[src/rtl/axis_sync_fifo_pkt.sv]
// Single-clock AXI-Stream FIFO with a registered output stage, optional
// store-and-forward packet commit and optional drop-on-overflow.
`timescale 1ns/1ps
module axis_sync_fifo_pkt #(
  parameter int unsigned DSIZE          = 32,
  parameter int unsigned KSIZE          = DSIZE / 8,
  parameter int unsigned ASIZE          = 4,
  parameter bit          PACKET_MODE    = 1'b0,
  parameter bit          DROP_WHEN_FULL = 1'b0,
  parameter int unsigned AFULL_LEVEL    = 12
) (
  input  logic             clk,
  input  logic             rst_n,
  input  logic             rx_axis_tvalid,
  output logic             rx_axis_tready,
  input  logic [DSIZE-1:0] rx_axis_tdata,
  input  logic [KSIZE-1:0] rx_axis_tkeep,
  input  logic             rx_axis_tlast,
  input  logic             tx_axis_tready,
  output logic             tx_axis_tvalid,
  output logic [DSIZE-1:0] tx_axis_tdata,
  output logic [KSIZE-1:0] tx_axis_tkeep,
  output logic             tx_axis_tlast,
  output logic [ASIZE:0]   level,
  output logic             almost_full,
  output logic             drop
);

  localparam int unsigned Depth  = 1 << ASIZE;
  localparam int unsigned EntryW = DSIZE + KSIZE + 1;

  typedef logic [ASIZE:0] ptr_t;
  localparam ptr_t PtrOne   = ptr_t'(1);
  localparam ptr_t DepthLvl = ptr_t'(Depth);
  localparam ptr_t AfullLvl = ptr_t'(AFULL_LEVEL);

  typedef enum logic {StPass, StDrop} wr_state_e;

  wr_state_e         state_q, state_d;
  ptr_t              wptr_q, wptr_d, cptr_q, cptr_d, rptr_q, rptr_d;
  logic              en_q;
  logic              drop_q, drop_d;
  logic              tvalid_q, tvalid_d;
  logic              wr_en, full, readable, load;
  logic [EntryW-1:0] out_q;
  logic [EntryW-1:0] mem_q [Depth];

  assign full     = (wptr_q - rptr_q) == DepthLvl;
  assign readable = rptr_q != cptr_q;

  // Write side: the commit pointer marks how far the reader may go.
  always_comb begin
    state_d        = state_q;
    wptr_d         = wptr_q;
    cptr_d         = cptr_q;
    drop_d         = 1'b0;
    wr_en          = 1'b0;
    rx_axis_tready = 1'b0;
    if (en_q) begin
      unique case (state_q)
        StPass: begin
          if (!full) begin
            rx_axis_tready = 1'b1;
            if (rx_axis_tvalid) begin
              wr_en  = 1'b1;
              wptr_d = wptr_q + PtrOne;
              if (!PACKET_MODE || rx_axis_tlast) cptr_d = wptr_q + PtrOne;
            end
          end else if (DROP_WHEN_FULL) begin
            // Overflow: rewind to the last committed packet and swallow the rest.
            rx_axis_tready = 1'b1;
            if (rx_axis_tvalid) begin
              wptr_d = cptr_q;
              if (rx_axis_tlast) drop_d = 1'b1;
              else               state_d = StDrop;
            end
          end
        end
        StDrop: begin
          rx_axis_tready = 1'b1;
          if (rx_axis_tvalid && rx_axis_tlast) begin
            drop_d  = 1'b1;
            state_d = StPass;
          end
        end
      endcase
    end
  end

  // Read side: refill the output register whenever it is empty or being consumed.
  always_comb begin
    load     = readable && (!tvalid_q || tx_axis_tready);
    rptr_d   = load ? rptr_q + PtrOne : rptr_q;
    tvalid_d = load || (tvalid_q && !tx_axis_tready);
  end

  always_ff @(posedge clk) begin
    if (wr_en) mem_q[wptr_q[ASIZE-1:0]] <= {rx_axis_tlast, rx_axis_tkeep, rx_axis_tdata};
  end

  always_ff @(posedge clk or negedge rst_n) begin
    if (!rst_n) begin
      en_q     <= 1'b0;
      state_q  <= StPass;
      wptr_q   <= '0;
      cptr_q   <= '0;
      rptr_q   <= '0;
      drop_q   <= 1'b0;
      tvalid_q <= 1'b0;
      out_q    <= '0;
    end else begin
      en_q     <= 1'b1;
      state_q  <= state_d;
      wptr_q   <= wptr_d;
      cptr_q   <= cptr_d;
      rptr_q   <= rptr_d;
      drop_q   <= drop_d;
      tvalid_q <= tvalid_d;
      if (load) out_q <= mem_q[rptr_q[ASIZE-1:0]];
    end
  end

  assign tx_axis_tvalid = tvalid_q;
  assign tx_axis_tlast  = out_q[EntryW-1];
  assign tx_axis_tkeep  = out_q[DSIZE +: KSIZE];
  assign tx_axis_tdata  = out_q[DSIZE-1:0];
  assign level          = wptr_q - rptr_q;
  assign almost_full    = level >= AfullLvl;
  assign drop           = drop_q;

endmodule

[config.mk]
export PLATFORM = sky130hd
export DESIGN_NAME = axis_sync_fifo_pkt
export DESIGN_NICKNAME = d
export VERILOG_FILES = /design/src/rtl/axis_sync_fifo_pkt.sv
export SDC_FILE = /design/constraint.sdc
export NUM_CORES = 1
export LEC_CHECK = 0
export ABC_AREA = 1
export CAP_MARGIN = 20
export CORE_MARGIN = 8
export CORE_UTILIZATION = 40
export CTS_CLUSTER_DIAMETER = 200
export DETAILED_ROUTE_END_ITERATION = 10
export PLACE_DENSITY_LB_ADDON = 0.2
export SLEW_MARGIN = 0
export SYNTH_ARGS = -nofsm -noshare
export SYNTH_HDL_FRONTEND = slang
export SYNTH_SLANG_ARGS = --single-unit
export TNS_END_PERCENT = 10
[constraint.sdc]
create_clock -name clk -period 11.3 [get_ports clk]
set_clock_uncertainty 0.1 [all_clocks]
set_input_delay 1.695 -clock clk [delete_from_list [all_inputs] [get_ports clk]]
set_output_delay 1.695 -clock clk [all_outputs]
set_load 0.03 [all_outputs]
==> out/metrics.yaml, run 1 <==
remaining_design_rule_violation_count: 0
detailroute.wirelength.met2_mm: 33.5
met3_length_mm: 3.08
fin_total_pwr_w: 0.00754
power_dens_cells_nw_per_um2: 257
tritoncts_num_sinks: 643
dp_worst_setup_slack_ns: 6.42
final.setup.tns_ns: 0
footprint_of_the_multi_input_gates_um2: 5870
fmaxAchievable_ghz: 0.181
drt-met1-wl_mm: 29.1
clk_root_buffer_cell: "clkbuf_16"
critical-path-slowest-cell: "dfrtp_4"
hold_viol_final: 0
avgSynthCellArea_um2: 12.5
antenna_found_initial: 2
cts_tree: "yes"
gr-usage-all-layers: 0.180
timing.slew.headroom: 0.312
fillCellCount: 5721
global_route_wire_length_before_repair_mm: 100
worstSetupStartpointType: "register"
dr.first_iter.drc_count: 1315
async_set_or_reset_flop_fraction_in_the_synthesized_netlist: 0.0793
synth_seq_area_share: 0.742
post_synthesis_cell_count: 2053
grt_overflow: 0
post_cts.resized_instances: 0
setup_repair_after_global_routing_missed_its_margin: "false"
synth_edf_count: 592
post_drt_via_cell_ratio: 5.23
clock_latency_ns: 0.59
design_area_um2: 29300
die_y_um: 269
path_clk_slew_ns: 0.06
sequence_of_cells_on_the_critical_path: "inv_2 > ha_1 > nand3_1 > nand3_1 > nand2_1 > nand3_2 > o21a_1 > clkdlybuf4s50_1"
netlist-cell-type-count: 33
synth_seq_cells: 643
crit_required_ns: 9.51
floorplan.initialDensity: 0.401
ctsHtreeMaxLevel: 3
share_of_post_route_cells_with_drive_strength_above_1: 0.0679
postSynthNetCount: 2104
post-route-period-util: 0.489
flow.area_growth_from_synthesis_pct: 14.2
floorplan.core_area_um2: 64000
postLayoutSetupSlackWorst_ns: 5.77
postRouteWirelength_mm: 66.8
yosys_warnings: 0
vias_in_the_first_global_route: 15500
syn-cell-area_um2: 25700
status: "finished, final reports clean"
die_area_um2: 72500
place_hpwl_mm: 32.2
timing.critical_path.mode_cell: "nand3_1"
vdd_ir_drop_max_mv: 0.146
drt_first_pass_iters: 5
setup_crit_end_kind: "output pin"
postCtsSetupBuffers: 0
io_pins: 87
worst_path_largest_cell_delay_ns: 0.71
highest-signal-layer: "met5"
average_wire_per_standard_cell_um: 22.1
area.sequential_um2: 19100
io_buffers: 86
timing.hold.worst.class: "register to register"
setup-violations-final: 0
detailed_place.area_um2: 27200
cts-buffers-inserted: 68
cap_violations: 0
crit_arrival_ns: 3.74
critical_path.max_fanout: 42
clk_path_buf_depth: 3
maximum_number_of_pins_on_one_net_before_global_route_repair: 192
crit_buf_inv: 2
post-route-min-period_ns: 5.53
antenna_violating_nets_post_route: 0
layout.nets: 2165
utilization: 0.458
criticalPathCategory: "register to output pin"
die_x_um: 269
cp_top_family: "buffers and inverters"
dr_total_vias: 15800
primary_flip_flop_cell_chosen_by_synthesis_mapping: "edfxtp_1"
cellLeakagePower_nw: 9.79
placement_rows: 93
place.gp.congestion: 0.787
tightest_slew_ns: 1.03
slew_violations: 0
post_cts_hold_buffer_count: 0
[synthesized netlist by cell type (2+ instances only)]
cell type,number,share of area
o211ai_1,74,0.022
buf_2,32,0.0062
buf_4,17,0.0050
clkbuf_1,47,0.0069
edfxtp_1,592,0.69
o21ai_1,18,0.0035
buf_1,6,0.00088
clkinv_1,2,0.00029
nand2_1,233,0.034
nor2_1,460,0.067
inv_2,3,0.00044
nand3_1,155,0.030
xor2_1,5,0.0017
inv_1,25,0.0037
ha_1,9,0.0044
dfrtp_1,51,0.050
buf_6,23,0.010
o21ai_0,206,0.040
a21oi_1,76,0.015
nand4_1,6,0.0015
[final timing paths]
path / startpoint / to / slack (ns) / cells after the start
min in group asynchronous: rst_n / rptr_q[0] / 0.99 / 1
max in group asynchronous: rst_n / rptr_q[2] / 9.13 / 2
worst min-delay path: cptr_q[4] / cptr_q[4] / 0.42 / 2
worst max-delay path: rptr_q[1] / rx_axis_tready / 5.77 / 8
worst min register to register: cptr_q[4] / cptr_q[4] / 0.42 / 2
worst max register to register: rptr_q[1] / mem_q[10][29] / 6.85 / 10
[flip-flops by register name, summed over array words and instances, names as in the netlist]
name / count
mem_q: 592
out_q: 37
cptr_q: 5
rptr_q: 5
drop: 1
en_q: 1
state_q: 1
tx_axis_tvalid: 1
[cell families (layout without fill, tap and decap cells)]
kind of cell | Yosys count | in the layout | share of synthesized area
buffers and inverters | 156 | 267 | 0.0340
and+or+nand+nor | 861 | 861 | 0.135
xor gates and xnor gates | 6 | 6 | 0.00205
AOI/OAI and AO/OA | 376 | 376 | 0.0811
other | 1 | 2 | 0.000146
adders and majority gates | 10 | 10 | 0.00517
DFF | 643 | 643 | 0.742
[power by group]
part / internal, W / switching, W / leakage [nW]
clock network: 0.00120 / 0.000871 / 1.00
logic: 0.000778 / 0.00176 / 2.87
registers: 0.00280 / 0.000130 / 5.92
total: 0.00478 / 0.00276 / 9.79
[metrics by stage]
step	std cells	hold slack, ns
after floorplan	2053	0.384
after global routing	3019	0.468
after global placement	2898	0.415
final	3020	0.423
after CTS	3018	0.431
after detailed placement	2898	0.418
[per-layer routing]
metal	vias to the layer above	track usage
met5	-	0
met4	2	0.0419
met3	81	0.0289
met2	363	0.312
met1	7895	0.237
li1	7442	-
[tightest hold or removal path, cell delays in order, from the launching register on]
cell and delay (ns):
dfrtp_1 0.38, nand2_1 0.06, nand2_1 0.05
[layout by cell type (no fill, tap or decap), types with 8 or more instances in the layout]
cell type and n:
edfxtp_1 592, nor2_1 444, nand2_1 232, o21ai_0 206, nand3_1 155, clkdlybuf4s50_1 85, a21oi_1 76, o211ai_1 74
clkbuf_16 71, dfrtp_1 48, buf_4 30, inv_1 23, clkbuf_1 23, o21ai_1 18, nor2_4 17, clkinv_1 14
ha_1 9, clkbuf_8 8
[cell type report]
class | count | share of cell area
antenna | 1 | 0.0000854
clock buffer | 102 | 0.0673
clock inverter | 18 | 0.00269
inverter | 30 | 0.00427
multi-input combinational | 1254 | 0.200
sequential | 643 | 0.650
tap | 855 | 0.0365
timing repair buffer | 117 | 0.0383
Note: power is estimated with default switching activity, not from simulation.
==> run 2: changes to the inputs <==
==> constraint.sdc (replaced) <==
create_clock -name clk -period 5.4 [get_ports clk]
set_clock_uncertainty 0.1 [all_clocks]
set_input_delay 0.81 -clock clk [delete_from_list [all_inputs] [get_ports clk]]
set_output_delay 0.81 -clock clk [all_outputs]
set_load 0.03 [all_outputs]
==> run 2 against run 1 <==
Clock-buffer cell count rose by 3. Critical path type unchanged. Combinational power rose by 110%. Wire length fell by 5.3%. Critical endpoint unchanged. Largest cell class unchanged. Clock power rose by 120%. Core utilization rose by 0.39 points. First-iteration DRC count fell by 8.0%. Via count barely moved. Sequential cell count did not move. Register-to-register slack got worse by 5.1 ns. Critical path depth rose by 1. Largest power group unchanged. Design area rose by 0.85%.
==> out/metrics.yaml, run 2 (synthesis gave the netlist of run 1 again) <==
status: "finished, final reports clean"
global_route_wire_length_before_repair_mm: 97.2  # -3.2%
post-route-min-period_ns: 4.33
worstSetupStartpointType: "register"
detailed_place.area_um2: 27300  # +0.29%
timing.critical_path.mode_cell: "nand2_1"
final.setup.tns_ns: 0  # unchanged
use_met3: 0.0258  # -0.00310
crit_arrival_ns: 3.42  # -0.32 ns
flow.area_growth_from_synthesis_pct: 15.1
crit_required_ns: 4.49  # -5.02 ns
cts-buffers-inserted: 70  # +2.9%
grt_overflow: 0  # unchanged
ctsHtreeMaxLevel: 3  # unchanged
setup_crit_end_kind: "output pin"
post_drt_via_cell_ratio: 5.20  # -0.50%
largest_reg_flops: 592  # unchanged
io_pins: 87  # unchanged
layout.nets: 2174  # +0.42%
power_dens_cells_nw_per_um2: 543  # +110%
hold_viol_final: 0  # unchanged
average_wire_per_standard_cell_um: 20.8  # -5.7%
cap_violations: 0  # unchanged
cp_top_family: "adder cells"
die_x_um: 269  # unchanged
cts_tree: "yes"
antenna_found_initial: 0  # -2
grt_util_met2: 0.286  # -0.0261
criticalPathCategory: "register to output pin"
design_area_um2: 29600  # +0.85%
cellLeakagePower_nw: 9.90  # +1.1%
setup-violations-final: 0  # unchanged
drt_first_pass_iters: 5  # unchanged
antenna_cells: 0  # -1
post_cts.resized_instances: 0  # unchanged
clk_root_buffer_cell: "clkbuf_16"
clock_latency_ns: 0.60  # about the same
global_route.peak_usage_layer: "met2"
globalRouteMet1Util: 0.231  # -0.00594
fin_total_pwr_w: 0.0160  # +110%
timing.slew.headroom: 0.256  # -0.0564
tritoncts_num_sinks: 643  # unchanged
placement_rows: 93  # unchanged
dr_total_vias: 15800  # -0.070%
floorplan.core_area_um2: 64000  # unchanged
crit_buf_inv: 1  # -1
critical_path.max_fanout: 24  # -43%
share_of_post_route_cells_with_drive_strength_above_1: 0.0735  # +0.00553
critical-path-slowest-cell: "dfrtp_4"
gr-usage-all-layers: 0.171  # -0.00959
layout.cells.most_common: "edfxtp_1"
rr_worst_depth: 9  # -1
floorplan.initialDensity: 0.401  # unchanged
sequence_of_cells_on_the_critical_path: "ha_1 > fa_1 > nand3b_1 > nand2_1 > nand2_1 > nand2_1 > nand3_2 > o21a_1 > clkdlybuf4s50_1"
dp_worst_setup_slack_ns: 1.66  # -4.76 ns
most_used_cells_in_the_layout_excluding_fill_and_tap_cells: "edfxtp_1, nor2_1, nand2_1"
vias_in_the_first_global_route: 15800  # +1.8%
postCtsSetupBuffers: 0  # unchanged
die_y_um: 269  # unchanged
postLayoutSetupSlackWorst_ns: 1.07  # -4.70 ns
cp_num_cells: 9  # +1
vdd_ir_drop_max_mv: 0.301  # +110%
path_clk_slew_ns: 0.06  # about the same
antenna_violating_nets_post_route: 0  # unchanged
hold_ws_ns: 0.243  # -0.180 ns
io_buffers: 86  # unchanged
fmaxAchievable_ghz: 0.231
remaining_design_rule_violation_count: 0  # unchanged
die_area_um2: 72500  # unchanged
place_hpwl_mm: 32.3  # +0.48%
reg2reg_setup_slack_ns: 1.71  # -5.14 ns
maximum_number_of_pins_on_one_net_before_global_route_repair: 132  # -31%
post-route-period-util: 0.802
timing.hold.worst.class: "primary input to async pin"
worst_path_largest_cell_delay_ns: 0.65  # -0.06 ns
clk_path_buf_depth: 3  # unchanged
postRouteWirelength_mm: 63.2  # -5.3%
setup_repair_after_global_routing_missed_its_margin: "false"
slew_violations: 0  # unchanged
fillCellCount: 5797  # +1.3%
place.gp.congestion: 0.738  # -6.3%
tightest_slew_ns: 1.12  # +0.0845 ns
post_cts_hold_buffer_count: 0  # unchanged
dr.first_iter.drc_count: 1210  # -8.0%
==> run 2: cell types whose count changed in the layout (fill, tap and decap cells not counted), sizes merged <==
cell,change
clkinvlp,+3
inv,+1
bufinv,+3
buf,+7
clkinv,-3
diode,-1
clkbuf,+3
==> run 2: path summary, 6_finish.rpt <==
path,start,end
setup / recovery,rptr_q[0],rx_axis_tready
hold / removal,rst_n,out_q[15]
setup reg to reg,rptr_q[0],mem_q[13][24]
hold reg to reg,out_q[7],out_q[7]
max in group asynchronous,rst_n,rptr_q[0]
min in group clk,out_q[7],out_q[7]
==> run 2: area by class of cell <==
cell class	instances	area (µm²)	share of cell area
Multi-Input combinational cell	1254	5870	0.199
Clock buffer	105	2010	0.0680
Sequential cell	643	19100	0.645
Tap cell	855	1070	0.0362
Clock inverter	22	215	0.00728
Timing Repair Buffer	124	1200	0.0406
Inverter	30	125	0.00423
==> run 2: report_power, final <==
part           switching (W)  leakage (nW)  internal [W]
clock network        0.00188          1.07       0.00273
logic                0.00365          2.91       0.00164
registers           0.000272          5.92       0.00586
==> run 2: metrics by stage <==
step	std cells	util
2_1_floorplan	2053	-
3_3_place_gp	2905	0.427
3_5_place_dp	2905	0.427
4_1_cts	3032	0.461
5_1_grt	3033	0.462
6_report	3033	0.462
==> run 2: worst reg2reg max path, cell delays in order, from the launching register on <==
cell and delay, ns:
dfrtp_4 0.65, ha_1 0.32, fa_1 0.42, nand3b_1 0.20, nand3_1 0.11, nand2_1 0.09, nand3_2 0.18, nand3_4 0.38
nor2_4 0.67, buf_12 0.28
==> run 2: layer usage <==
metal  wire length (µm)  up-vias
met4               1080        0
li1                   -     7463
met2              30800      357
met1              28600     7877
met5                  0        -
met3               2710       75
==> run 3: changes to the inputs <==
==> constraint.sdc (replaced) <==
create_clock -name clk -period 3.94 [get_ports clk]
set_clock_uncertainty 0.1 [all_clocks]
set_input_delay 0.591 -clock clk [delete_from_list [all_inputs] [get_ports clk]]
set_output_delay 0.591 -clock clk [all_outputs]
set_load 0.03 [all_outputs]
==> run 3 against run 2 <==
Sequential share of layout area fell by 0.59 points. Global-route usage rose by 1.2 points. Critical path depth fell by 1. Largest cell class unchanged.
==> out/metrics.yaml, run 3 (synthesis gave the netlist of run 1 again) <==
crit_arrival_ns: 2.94  # -0.48 ns
global_route_wire_length_before_repair_mm: 101  # +4.1%
flow.area_growth_from_synthesis_pct: 16.2
dr_total_vias: 16000  # +1.7%
vias_in_the_first_global_route: 15800  # -0.095%
antenna_violating_nets_post_route: 0  # unchanged
post_cts.resized_instances: 0  # unchanged
floorplan.initialDensity: 0.401  # unchanged
crit-reg2reg-capture: "mem_q[13][12]"
antenna_found_initial: 0  # unchanged
place_hpwl_mm: 36.9  # +14%
worstReg2RegStart: "cptr_q[0]"
utilization: 0.466  # +0.00424
cap_violations: 0  # unchanged
vdd_ir_drop_max_mv: 0.473  # +57%
drt_first_pass_iters: 5  # unchanged
floorplan.core_area_um2: 64000  # unchanged
fmaxAchievable_ghz: 0.276
finalNonFillerCells: 3042  # +0.30%
placement_rows: 93  # unchanged
timing.slew.headroom: 0.287  # +0.0314
maximum_number_of_pins_on_one_net_before_global_route_repair: 186  # +41%
setup_repair_after_global_routing_missed_its_margin: "false"
layout.cells.most_common: "edfxtp_1"
critical_path.max_fanout: 5  # -79%
io_pins: 87  # unchanged
tightest_slew_ns: 1.07  # -0.0471 ns
setup_crit_end_kind: "output pin"
slew_violations: 0  # unchanged
sequence_of_cells_on_the_critical_path: "inv_1 > ha_1 > fa_1 > nand3b_1 > nand2_1 > nand2_1 > nand2_1 > clkdlybuf4s50_1"
worstSetupStartpointType: "register"
criticalPathCategory: "register to output pin"
gr-usage-all-layers: 0.182  # +0.0116
setup-violations-final: 0  # unchanged
worst_path_largest_cell_delay_ns: 0.69  # +0.04 ns
post-route-period-util: 0.921
status: "finished, final reports clean"
io_buffers: 86  # unchanged
antenna_cells: 0  # unchanged
postRouteWirelength_mm: 67.5  # +6.7%
die_area_um2: 72500  # unchanged
ctsHtreeMaxLevel: 3  # unchanged
postCtsSetupBuffers: 0  # unchanged
fillCellCount: 5708  # -1.5%
p_sw_w: 0.00822  # +42%
hold_viol_final: 0  # unchanged
dr.first_iter.drc_count: 1369  # +13%
power.share.switching: 0.365  # +0.00323
hold_ws_ns: 0.0303  # -0.213 ns
dp_cells: 2918  # +0.45%
cts_tree: "yes"
place.gp.congestion: 0.813  # +10%
layout.nets: 2184  # +0.46%
tritoncts_num_sinks: 643  # unchanged
reg2reg_setup_slack_ns: 0.59  # -1.12 ns
remaining_design_rule_violation_count: 0  # unchanged
post_drt_via_cell_ratio: 5.27  # +1.4%
power_dens_cells_nw_per_um2: 754  # +39%
design_area_um2: 29800  # +0.92%
clock_network_fraction_of_total_power: 0.294  # +0.006
timing.critical_path.mode_cell: "nand2_1"
cts-buffers-inserted: 68  # -2.9%
die_x_um: 269  # unchanged
detailed_place.area_um2: 27500  # +0.82%
die_y_um: 269  # unchanged
rr_worst_depth: 11  # +2
share_of_post_route_cells_with_drive_strength_above_1: 0.0869  # +0.0134
post-route-min-period_ns: 3.63
clk_root_buffer_cell: "clkbuf_16"
grt_overflow: 0  # unchanged
p_comb_frac: 0.337  # +0.007
crit_required_ns: 3.25  # -1.24 ns
clk_path_buf_depth: 3  # unchanged
timing.hold.worst.class: "primary input to async pin"
most_used_cells_in_the_layout_excluding_fill_and_tap_cells: "edfxtp_1, nor2_1, nand2_1"
cell_int_power_w: 0.0143  # +40%
path_clk_slew_ns: 0.06  # about the same
clock_latency_ns: 0.61  # about the same
power.share.sequential: 0.369  # -0.014
average_wire_per_standard_cell_um: 22.2  # +6.4%
largest_reg_flops: 592  # unchanged
post_cts_hold_buffer_count: 0  # unchanged
critical-path-slowest-cell: "clkdlybuf4s50_1"
cellLeakagePower_nw: 10.1  # +1.6%
## run 3: worst max path at each step
stage               from            end  slack, ns  depth (start not counted)
3_3_place_gp   rptr_q[0]    mem_q[2][1]       0.66                          9
4_1_cts        cptr_q[0]       level[4]       0.29                          8
6_report       cptr_q[0]       level[4]       0.31                          8
2_1_floorplan  rptr_q[2]   mem_q[12][0]      -0.49                         10
5_1_grt        cptr_q[0]       level[4]       0.13                          8
3_5_place_dp   cptr_q[0]  mem_q[13][12]       0.61                         11
## run 3: per-layer routing
layer,share of wire,track usage,wire (µm)
met1,0.42,0.235,28300
met2,0.50,0.309,33400
met3,0.053,0.0333,3610
met4,0.031,0.0620,2120
met5,0,0,0
## run 3: final cells by class
| cell class | count | area [µm²] | area share |
|---|---|---|---|
| Sequential cell | 643 | 19100 | 0.639 |
| Multi-Input combinational cell | 1254 | 5870 | 0.197 |
| Clock buffer | 86 | 1850 | 0.0620 |
| Timing Repair Buffer | 136 | 1400 | 0.0470 |
| Tap cell | 855 | 1070 | 0.0359 |
| Clock inverter | 38 | 450 | 0.0151 |
| Inverter | 30 | 120 | 0.00403 |
## run 3: worst max-delay path: cells and delay by family, from the launching register on
kind                     cells  cell delay, ns
flip-flops                   1            0.41
adder cells (fa/ha/maj)      2            0.65
buffers and inverters        2            0.82
AND/OR/NAND/NOR              4            0.45
## run 3: power groups by stage
stage / registers, W / clock network [W] / logic, W
6_report: 0.00830 / 0.00661 / 0.00759
5_1_grt: 0.00835 / 0.00699 / 0.00837
4_1_cts: 0.00831 / 0.00674 / 0.00772
3_5_place_dp: 0.00845 / 0 / 0.00768
3_3_place_gp: 0.00843 / 0 / 0.00769
2_1_floorplan: 0.00874 / 0 / 0.00477
## run 3: stage by stage
step,TNS [ns],setup WS (ns),power (W)
2_1_floorplan,-264.21,-0.492,0.0135
3_3_place_gp,0,0.656,0.0161
3_5_place_dp,0,0.608,0.0161
4_1_cts,0,0.290,0.0228
5_1_grt,0,0.133,0.0237
6_report,0,0.312,0.0225
